===== config.mk =====
export PLATFORM = sky130hd
export DESIGN_NAME = pht_flush_ctrl
export DESIGN_NICKNAME = d
export VERILOG_FILES = /design/src/rtl/pht_flush_ctrl.sv
export SDC_FILE = /design/constraint.sdc
export NUM_CORES = 1
export LEC_CHECK = 0
export CAP_MARGIN = 20
export CORE_UTILIZATION = 40
export CTS_CLUSTER_DIAMETER = 50
export CTS_CLUSTER_SIZE = 20
export DETAILED_ROUTE_END_ITERATION = 10
export PLACE_DENSITY = 0.83
export SYNTH_ARGS = -nofsm -noshare
export SYNTH_HDL_FRONTEND = slang
export SYNTH_SLANG_ARGS = --single-unit

===== constraint.sdc =====
create_clock -name clk -period 1.28 [get_ports clk]
set_input_delay 0.192 -clock clk [delete_from_list [all_inputs] [get_ports clk]]
set_output_delay 0.192 -clock clk [all_outputs]
set_load 0.02 [all_outputs]

===== src/rtl/pht_flush_ctrl.sv =====
// Pattern-history-table flush controller: registers saturating counter updates
// and sweeps every entry to INIT_CTR on request. PHT_FLUSH_STATS_EN adds the drop counter.
module pht_flush_ctrl #(
    parameter int         IWIDTH   = 6,
    parameter logic [1:0] INIT_CTR = 2'b01
) (
    input  logic              clk,
    input  logic              reset_n,
    input  logic              en,
    input  logic              flush_req,
    input  logic              upd_valid,
    input  logic [IWIDTH-1:0] upd_index,
    input  logic [1:0]        upd_ctr,
    input  logic              upd_taken,
    output logic              wr_en,
    output logic [IWIDTH-1:0] wr_index,
    output logic [1:0]        wr_data,
    output logic              busy,
    output logic              done,
    output logic [7:0]        drop_cnt
);

    typedef enum logic [1:0] {
        IDLE  = 2'd0,
        FLUSH = 2'd1,
        DONE  = 2'd2
    } state_e;

    state_e            state_q, state_d;
    logic [IWIDTH-1:0] sweep_q, sweep_d;
    logic              wr_en_q, wr_en_d;
    logic [IWIDTH-1:0] wr_index_q, wr_index_d;
    logic [1:0]        wr_data_q, wr_data_d;
    logic              done_q, done_d;
    logic [1:0]        sat_ctr;

    always_comb begin
        sat_ctr = upd_ctr;
        if (upd_taken) begin
            if (upd_ctr != 2'b11) sat_ctr = upd_ctr + 2'd1;
        end else begin
            if (upd_ctr != 2'b00) sat_ctr = upd_ctr - 2'd1;
        end
    end

    always_comb begin
        state_d    = state_q;
        sweep_d    = sweep_q;
        wr_en_d    = 1'b0;
        wr_index_d = wr_index_q;
        wr_data_d  = wr_data_q;
        done_d     = done_q;

        if (en) begin
            done_d = 1'b0;
            unique case (state_q)
                IDLE: begin
                    if (flush_req) begin
                        state_d = FLUSH;
                        sweep_d = '0;
                    end else if (upd_valid) begin
                        wr_en_d    = 1'b1;
                        wr_index_d = upd_index;
                        wr_data_d  = sat_ctr;
                    end
                end
                FLUSH: begin
                    // A restart spends this cycle rewinding; index 0 is written next.
                    if (flush_req) begin
                        sweep_d = '0;
                    end else begin
                        wr_en_d    = 1'b1;
                        wr_index_d = sweep_q;
                        wr_data_d  = INIT_CTR;
                        sweep_d    = sweep_q + 1'b1;
                        if (sweep_q == '1) state_d = DONE;
                    end
                end
                DONE: begin
                    done_d = 1'b1;
                    if (flush_req) begin
                        state_d = FLUSH;
                        sweep_d = '0;
                    end else begin
                        state_d = IDLE;
                    end
                end
                default: state_d = IDLE;
            endcase
        end
    end

    always_ff @(posedge clk or negedge reset_n) begin
        if (!reset_n) begin
            state_q    <= IDLE;
            sweep_q    <= '0;
            wr_en_q    <= 1'b0;
            wr_index_q <= '0;
            wr_data_q  <= '0;
            done_q     <= 1'b0;
        end else begin
            state_q    <= state_d;
            sweep_q    <= sweep_d;
            wr_en_q    <= wr_en_d;
            wr_index_q <= wr_index_d;
            wr_data_q  <= wr_data_d;
            done_q     <= done_d;
        end
    end

    assign wr_en    = wr_en_q;
    assign wr_index = wr_index_q;
    assign wr_data  = wr_data_q;
    assign done     = done_q;
    assign busy     = (state_q == FLUSH);

`ifdef PHT_FLUSH_STATS_EN
    logic       drop;
    logic [7:0] drop_cnt_q, drop_cnt_d;

    // Discarded: update colliding with a flush request in IDLE, or any update in FLUSH/DONE.
    assign drop = en && upd_valid && ((state_q != IDLE) || flush_req);

    always_comb begin
        drop_cnt_d = drop_cnt_q;
        if (drop && (drop_cnt_q != 8'hFF)) drop_cnt_d = drop_cnt_q + 8'd1;
    end

    always_ff @(posedge clk or negedge reset_n) begin
        if (!reset_n) drop_cnt_q <= '0;
        else          drop_cnt_q <= drop_cnt_d;
    end

    assign drop_cnt = drop_cnt_q;
`else
    assign drop_cnt = '0;
`endif

endmodule


==> metrics <==
status complete, but fails checks; failing checks negative setup slack; Hold Buf Count CTS 0; final worst slack -30.98 ps; deepest clock path buffer count 2; total CTS buffers 3; clk sinks 18; # setup viols final 3; Congestion Overflow GR 0; register area share after synthesis between 40% and 50%; Critical Path Source Type flip-flop; Syn. warnings 0; Yosys cell types 29; GPL Wtd Cong between 0.7 and 0.8; Post-Layout Cell Count between 150 and 200; Buffers & Inverters on Critical Path 1; CTS tree done; critical path class reg2reg; ys flop type dfrtp_1; total power 1281 uW; largest net degree at the start of global routing 19; total track usage a little under a fifth; Synth Register Bits 18; share of cells above drive strength 1 between 20% and 30%; Root Buffer clkbuf_4; hpwl dp between 1500 and 2000 um; Mean Syn Cell Area 10.29 um2; H-Tree Level Count 1; Final period util 102.4%; Worst-Skew Late Latency ~290 ps; CP max stage delay roughly 480 ps; antenna cells 0; CP delay by family, top flip-flops; pwr dens 895.2 nW/um2; Inst Count DP 158; Post-Route Setup TNS -65.45 ps; RSZ-0062 raised after global routing true; crit path DAT 1500 ps; die area about 2800 um2; initial core utilization around 44%; cell area after synthesis 1018 um2; number of synthesized flops with an enable pin 0; Die Ht roughly 52 um; number of I/O port buffers 24; Pre-antenna DRT Iters 4; Clock Skews 2.390 ps; FMAX ~760 MHz; CTS clk-pin slew, worst paths approximately 110 ps; global-route wire length before repair around 3700 um; Post-route DRC 0; final hold vios 0; critical-path cell list buf_6 > nand2b_4 > a211oi_2 > xnor2_1 > nor2_1; Reg2Reg Launch Point state_q[0]$_DFFE_PN0P_; Max Slew Vio Count 0; DR vias roughly 850; Boundary Pins 33; register-to-register setup slack -30 ps; wire length per cell around 14 um; Die Width ~52 um; FILL cells 195; crit path max fanout 5; element type at the critical path end flip-flop; static leakage ~0.00064 uW; Routed Wire Length between 2000 and 2500 um; number of max-cap violations 0; Max rail drop VDD approximately 0.52 mV; worst hold path type in2async; initial antenna violation count 0; worst flop-to-flop path endpoint sweep_q[5]$_DFFE_PN0P_; Register-to-Register Path Depth 5; crit path time final about 1300 ps; vias in the first global route roughly 840; slowest stage cell, crit path dfrtp_2; # rows 17; asr flop ratio synth 100.0%; remaining antenna violation count 0; Mapped Cells 99; area of the core about 2300 um2; critical path required time approximately 1500 ps; Iteration-0 DRC Markers 7; nets@finish between 150 and 200; via density per instance between 5 and 6; Syn-to-layout area delta 40.54%
[cell type report]
cell class	instances	area, um2	share of cell area (%)
Multi-Input combinational cell	72	521.8	36.45
Sequential cell	18	451.7	31.56
Timing Repair Buffer	41	364.1	25.44
Clock buffer	4	36.28	2.535
Tap cell	28	35.03	2.448
Inverter	6	22.52	1.573
[report_power, final]
part           internal, uW  switching [uW]
clock network           173             181
registers               605            27.9
logic                   141             152
total                   920             361
[kinds of logic (layout without fill, tap and decap cells)]
| group | after synthesis | after routing | share of synthesized area [%] |
|---|---|---|---|
| DFF | 18 | 18 | 44.23 |
| and+or+nand+nor | 26 | 26 | 13.51 |
| AOI/OAI and AO/OA | 22 | 24 | 15.73 |
| other | 1 | 8 | 0.3682 |
| adders and majority gates | 3 | 3 | 3.194 |
| muxes | 7 | 7 | 7.003 |
| buffers and inverters | 18 | 51 | 12.53 |
| xor gates and xnor gates | 4 | 4 | 3.439 |
[layer usage]
metal,track usage [%],part of all wire [%],vias to the layer above
met5,0,0,-
met4,7.895,1.5,0
met3,2.899,4.8,4
met2,32.70,51,28
met1,22.70,42,408
li1,-,-,406
[metrics by stage]
step / utilization (%) / setup slack (ps) / hold WS, ps / cell area [um2]
after floorplan: - / 80.44 / -103.6 / 1045
after global placement: 56.81 / -219.2 / 466.6 / 1305
after detailed placement: 56.81 / -277.3 / 478.7 / 1305
after CTS: 59.37 / -27.52 / 230.2 / 1364
after global routing: 62.31 / -77.87 / 240.2 / 1431
final: 62.31 / -30.98 / 217.4 / 1431
[sequential cells by signal, indices dropped and copies added (netlist names)]
name / flops
wr_en: 1
done: 1
sweep_q: 6
state_q: 2
wr_data: 2
wr_index: 6
[Yosys cell counts (all sizes together), types with 2 or more instances]
cell type   n  area, um2
dfrtp      18      450.4
buf        12      105.1
nand2      12      45.04
o21ai      11      62.56
mux2i       6      60.06
nor2        6      22.52
inv         5      18.77
a22o        4      35.03
xnor2       4      35.03
a211oi      3      37.54
a21oi       3      18.77
maj3        2      20.02
nand2b      2      27.53
[worst max path at each step]
stage | start | slack, ps | to | depth (start not counted)
final | state_q[0]$_DFFE_PN0P_ | -30 | sweep_q[5]$_DFFE_PN0P_ | 5
after global routing | state_q[0]$_DFFE_PN0P_ | -80 | sweep_q[5]$_DFFE_PN0P_ | 5
after detailed placement | en | -280 | wr_index[3]$_DFFE_PN0P_ | 5
after global placement | en | -220 | wr_index[0]$_DFFE_PN0P_ | 5
after floorplan | state_q[1]$_DFFE_PN0P_ | 80 | wr_data[0]$_DFFE_PN0P_ | 5
after CTS | state_q[0]$_DFFE_PN0P_ | -30 | sweep_q[5]$_DFFE_PN0P_ | 5
[placed cells by master, fill, tap and decap left out, drive strengths merged, types with 2 or more instances in the layout]
cell type / count
maj3: 2
inv: 5
a22o: 4
mux2i: 6
a21oi: 3
clkbuf: 4
nand2b: 2
conb: 8
nand2: 12
a211oi: 3
clkdlybuf4s50: 13
buf: 18
nor2: 6
o21ai: 13
dlygate4sd2: 10
dfrtp: 18
xnor2: 4
[timing repair]
item | CTS | global route
buffers inserted | 1 | 4
setup endpoints to repair | 24 | 17
pin swaps | 7 | 8
gates cloned | 0 | 2
gates resized for setup | 21 | 6
No activity file was read; power rests on OpenSTA's default activity.
